--- src/rtl/core_seq.sv ---
// core_seq: multi-cycle control sequencer for a simple in-order core.
//
// Each instruction is walked through FETCH -> DECODE -> (MEM) -> WB. A watchdog
// counts the cycles spent waiting on the instruction or data bus. If it expires,
// the core parks in ERROR. An ebreak parks the core in HALT. Both parked states
// hold until rst.
//
// Parameters
//   TIMEOUT_W      width of the bus-response watchdog counter
//   XLEN           width of the retired-instruction counter
//
// Ports
//   clk            core clock; every state change happens on its rising edge
//   rst            synchronous, active-high reset
//   ifu_req        fetch request, held high while in FETCH
//   ifu_rsp_valid  fetch data valid (ignored outside FETCH)
//   inst_en        instruction-register load enable (FETCH & ifu_rsp_valid)
//   dec_mem_read   decoded load
//   dec_mem_write  decoded store
//   dec_rd_write   decoded destination-register write
//   dec_ebreak     decoded ebreak
//   lsu_req        data request, held high while in MEM
//   lsu_we         data request is a write (meaningful only with lsu_req)
//   lsu_rsp_valid  data response/ack (ignored outside MEM)
//   rd_write_en    register-file write strobe (WB & dec_rd_write)
//   pc_update      PC load strobe, one cycle per retired instruction
//   halted         core stopped by ebreak or bus error
//   bus_error      watchdog expired on a fetch or data access
//   inst_retired   retired-instruction count, wraps to zero

module core_seq #(
  parameter int unsigned TIMEOUT_W = 8,
  parameter int unsigned XLEN      = 32
) (
  input  logic            clk,
  input  logic            rst,
  output logic            ifu_req,
  input  logic            ifu_rsp_valid,
  output logic            inst_en,
  input  logic            dec_mem_read,
  input  logic            dec_mem_write,
  input  logic            dec_rd_write,
  input  logic            dec_ebreak,
  output logic            lsu_req,
  output logic            lsu_we,
  input  logic            lsu_rsp_valid,
  output logic            rd_write_en,
  output logic            pc_update,
  output logic            halted,
  output logic            bus_error,
  output logic [XLEN-1:0] inst_retired
);

  typedef enum logic [2:0] {
    StIdle   = 3'd0,
    StFetch  = 3'd1,
    StDecode = 3'd2,
    StMem    = 3'd3,
    StWb     = 3'd4,
    StHalt   = 3'd5,
    StError  = 3'd6
  } state_e;

  localparam logic [TIMEOUT_W-1:0] WdogLast = {TIMEOUT_W{1'b1}};

  state_e                 state_q, state_d;
  logic [TIMEOUT_W-1:0]   wdog_q, wdog_d;
  logic [XLEN-1:0]        retired_q, retired_d;

  logic [TIMEOUT_W-1:0]   wdog_inc;
  logic                   waiting;
  logic                   wdog_expire;

  // ---------------------------------------------------------------------------
  // State register (plus the watchdog and retire counter that follow it)
  // ---------------------------------------------------------------------------
  always_ff @(posedge clk) begin
    if (rst) begin
      state_q   <= StIdle;
      wdog_q    <= '0;
      retired_q <= '0;
    end else begin
      state_q   <= state_d;
      wdog_q    <= wdog_d;
      retired_q <= retired_d;
    end
  end

  // ---------------------------------------------------------------------------
  // Watchdog
  // ---------------------------------------------------------------------------
  // wdog_q counts the cycles already spent waiting. This cycle is the one that
  // brings the count to all-ones. If no response arrives in it, the access has
  // timed out. A response in the same cycle takes priority over the timeout.
  always_comb begin
    wdog_inc    = wdog_q + TIMEOUT_W'(1);
    waiting     = ((state_q == StFetch) && !ifu_rsp_valid) ||
                  ((state_q == StMem)   && !lsu_rsp_valid);
    wdog_expire = waiting && (wdog_inc == WdogLast);
  end

  // Counting only while the state repeats means every fresh entry into FETCH
  // or MEM starts from zero.
  always_comb begin
    wdog_d = '0;
    if (waiting && (state_d == state_q)) begin
      wdog_d = wdog_inc;
    end
  end

  always_comb begin
    retired_d = retired_q;
    if (state_q == StWb) begin
      retired_d = retired_q + XLEN'(1);
    end
  end

  // ---------------------------------------------------------------------------
  // Next-state logic
  // ---------------------------------------------------------------------------
  always_comb begin
    state_d = state_q;
    unique case (state_q)
      StIdle: state_d = StFetch;
      StFetch: begin
        if (ifu_rsp_valid) begin
          state_d = StDecode;
        end else if (wdog_expire) begin
          state_d = StError;
        end
      end
      StDecode: begin
        if (dec_ebreak) begin
          state_d = StHalt;
        end else if (dec_mem_read || dec_mem_write) begin
          state_d = StMem;
        end else begin
          state_d = StWb;
        end
      end
      StMem: begin
        if (lsu_rsp_valid) begin
          state_d = StWb;
        end else if (wdog_expire) begin
          state_d = StError;
        end
      end
      StWb:    state_d = StFetch;
      StHalt:  state_d = StHalt;
      StError: state_d = StError;
      // An unused encoding can only come from corruption; park the core.
      default: state_d = StError;
    endcase
  end

  // ---------------------------------------------------------------------------
  // Output decode
  // ---------------------------------------------------------------------------
  // Outputs are masked while rst is high. This drops outstanding requests in
  // the reset cycle itself, and it also covers the undefined state before the
  // first clock edge.
  always_comb begin
    ifu_req      = 1'b0;
    inst_en      = 1'b0;
    lsu_req      = 1'b0;
    lsu_we       = 1'b0;
    rd_write_en  = 1'b0;
    pc_update    = 1'b0;
    halted       = 1'b0;
    bus_error    = 1'b0;
    inst_retired = '0;
    if (!rst) begin
      inst_retired = retired_q;
      unique case (state_q)
        StFetch: begin
          ifu_req = 1'b1;
          inst_en = ifu_rsp_valid;
        end
        StMem: begin
          lsu_req = 1'b1;
          lsu_we  = dec_mem_write;
        end
        StWb: begin
          pc_update   = 1'b1;
          rd_write_en = dec_rd_write;
        end
        StHalt: halted = 1'b1;
        StError: begin
          halted    = 1'b1;
          bus_error = 1'b1;
        end
        default: ;
      endcase
    end
  end

endmodule
--- config.mk ---
export PLATFORM = sky130hd
export DESIGN_NAME = core_seq
export DESIGN_NICKNAME = d
export VERILOG_FILES = /design/src/rtl/core_seq.sv
export SDC_FILE = /design/constraint.sdc
export NUM_CORES = 1
export LEC_CHECK = 0
export CELL_PAD_IN_SITES_DETAIL_PLACEMENT = 1
export CELL_PAD_IN_SITES_GLOBAL_PLACEMENT = 1
export CORE_MARGIN = 1.5
export CORE_UTILIZATION = 41
export DETAILED_ROUTE_END_ITERATION = 10
export PLACE_DENSITY = 0.88
export SLEW_MARGIN = 5
export SYNTH_ARGS = -nofsm -noshare
export SYNTH_HDL_FRONTEND = slang
export SYNTH_SLANG_ARGS = --single-unit
--- constraint.sdc ---
create_clock -name clk -period 2.7 [get_ports clk]
set_clock_uncertainty 0.05 [all_clocks]
set_input_delay 0.675 -clock clk [delete_from_list [all_inputs] [get_ports clk]]
set_output_delay 0.675 -clock clk [all_outputs]
set_load 0.01 [all_outputs]
==> impl_metrics.ini <==
[sta]
fin_crit_sh_pct = 95.3
fmaxAchievable_mhz = 388
max-slew-margin-rel_pct = 75.5
final-setup-viol-count = 0
rsz0062_at_grt = no
final.setup.tns_ns = 0
hold_viol_final = 0
layout_min_cycle_time_ns = 2.57
slew_viol_final = 0
worst_pin_slew_ns = 0.367
whs_ns = 0.488

[logic_synthesis]
ys.flop_type = dfxtp_1
synth_cell_types = 44
synth_area_leaders = dfxtp_1 (37%), xnor2_1 (8.7%), nor2b_1 (7.9%)
avgSynthCellArea_um2 = 8.40
synth_edf_count = 0
synth_top_area_share_pct = 37.2
async_flop_share_pct = 0
syn_area_mm2 = 0.00231
ys_warn_count = 0
synth_seq_cells = 43
syn_inst = 275
syn_nets = 286
yosys.area.top_type = dfxtp_1
seq_area_frac_synth_pct = 37.2

[placement]
io_buffers = 47
hpwl_mm = 3.94
gp_congestion = 0.803
dpl_cell_area_mm2 = 0.00288

[floorplan]
io_pins = 48
std_cell_rows = 27
initial_utilization_pct = 42.2
design.core.area_mm2 = 0.00547
die_area_mm2 = 0.00610
die_w_um = 78.1
dieHeight_um = 78.1

[critical_path]
critical_path.max_fanout = 9
arrival_ns = 1.85
path_class = flip-flop to primary output
cp_slowest_cell = clkdlybuf4s50_1
endpoint_kind = primary output
cp-start-kind = flip-flop
path_cells = buf_4, nand2b_1, nor3b_2, and2_1, clkdlybuf4s50_1
crit_family = buffers and inverters
critPathRequiredTime_ns = 1.98
slowest_delay_ns = 0.53
cp_num_buf_inv = 2

[routing]
wl_per_cell_um = 13.7
ant_nets = 0
viasPerCell = 5.12
routed_wl_mm = 5.42
first_iter_violations = 84
via_count = 2022
drc_errors = 0
dr.pass1.iters = 4

[pwr]
p_leak_nw = 1.05
total_power_mw = 1.13
vdd_ir_drop_max_uv = 195
power_density_mw_per_mm2 = 380

[layout]
layout-drive-gt1-share_pct = 8.67
fin_area_mm2 = 0.00297
areaGrowthSynthToFinish_pct = 28.6
final_nets = 333
antenna_cells = 0
utilization_pct = 54.3

[clock_tree]
clockBufferDepth = 2
cts_buffers = 5
cts_tree = done
insertion_delay_ns = 0.30
cts-htree-levels = 2
cts.sinks = 43
clockRootBuffer = clkbuf_8
path_clk_slew_ns = 0.08
postCtsSetupRepairBufs = 0

[worst_hold_path]
min_path_type = flip-flop to flip-flop

[outcome]
outcome = completed

[flow_run]
max-cap-violations = 0

[global_routing]
first_global_vias = 2063
antenna_found_initial = 0
grt_pass1_wl_mm = 9.25
grt_overflow = 0
grt_max_degree = 41
groute.usage.overall_pct = 18.9
## metrics by stage
stage          setup slack, ns  instances
2_1_floorplan            0.288        275
3_3_place_gp           -0.0321        387
3_5_place_dp           -0.0679        387
4_1_cts                 0.0135        395
5_1_grt                 0.0284        395
6_report                 0.126        395
## where the power goes
group          internal (mW)  leakage, nW  switching (mW)
combinational         0.0408        0.658          0.0486
clock                  0.182       0.0422           0.213
sequential             0.639        0.347         0.00619
total                  0.861         1.05           0.268
## Yosys cell counts (all sizes together) (6+ instances only)
| cell | count |
|---|---|
| dfxtp | 43 |
| nor2 | 37 |
| nor2b | 29 |
| xnor2 | 23 |
| nor3 | 20 |
| nand2 | 13 |
| nand3 | 11 |
| buf | 8 |
| nand4 | 8 |
| xor2 | 8 |
| inv | 7 |
| o21ai | 7 |
| a21oi | 6 |
| and3 | 6 |
| clkbuf | 6 |
## cell families after synthesis
kind of cell / after synthesis / synth area share (%)
DFF: 43 / 37.2
and+or+nand+nor: 153 / 38.0
adders and majority gates: 3 / 1.62
AOI/OAI and AO/OA: 19 / 4.87
buffers and inverters: 21 / 4.06
xor gates and xnor gates: 31 / 11.7
muxes: 5 / 2.44
## per-layer routing
metal  wire length, µm  global-route usage, %  vias up
met5                 0                      0        -
met4                65                   5.89        0
met3               221                   4.30        6
met2              2680                   33.2       39
met1              2450                   22.7      949
li1                  -                      -     1028
## worst register-to-register path, delay by kind of cell (launching register included)
family | cells | cell delay [ns]
AO/OA/AOI/OAI | 2 | 0.42
buffers and inverters | 2 | 0.33
flip-flops | 1 | 0.33
AND/OR/NAND/NOR | 3 | 0.85
## layout by cell type (no fill, tap or decap), types with 4 or more instances in the layout
cell / synthesis / layout
and3_1: 6 / 6
buf_4: 1 / 5
xor2_1: 8 / 8
nand2_1: 13 / 13
clkbuf_8: 0 / 5
clkdlybuf4s50_1: 0 / 45
and4_1: 5 / 5
inv_1: 7 / 7
nor2b_1: 29 / 29
xnor2_1: 23 / 23
nor2_1: 37 / 36
o21ai_0: 7 / 7
nor3_1: 19 / 19
dfxtp_1: 43 / 42
a21oi_1: 6 / 6
nand4_1: 6 / 6
and2_1: 4 / 4
nand3_1: 11 / 11
## final timing paths
check / startpoint / end / slack (ns) / depth (start not counted)
setup / recovery: state_q[2] / lsu_we / 0.13 / 5
hold / removal: retired_q[14] / retired_q[14] / 0.49 / 2
setup reg to reg: state_q[2] / state_q[0] / 0.60 / 7
hold reg to reg: retired_q[14] / retired_q[14] / 0.49 / 2
## final cells by class
type,count,area [µm²]
inverter,7,26.3
fill,669,2500
clock buffer,7,76.3
clock inverter,1,5.00
tap,72,90.1
timing repair buffer,54,542
multi-input combinational,211,1370
sequential,43,862
## repair_timing
| action | 4_1_cts | 5_1_grt |
|---|---|---|
| resized for setup | 3 | 3 |
| endpoints found under the setup margin | 2 | 2 |
| pin swaps | 0 | 0 |
| hold buffers | 0 | 0 |
## sequential cells by signal (all words and copies together) (netlist names)
name       cells
retired_q     32
wdog_q         8
state_q        3
Power figures use the tool's default switching activity.
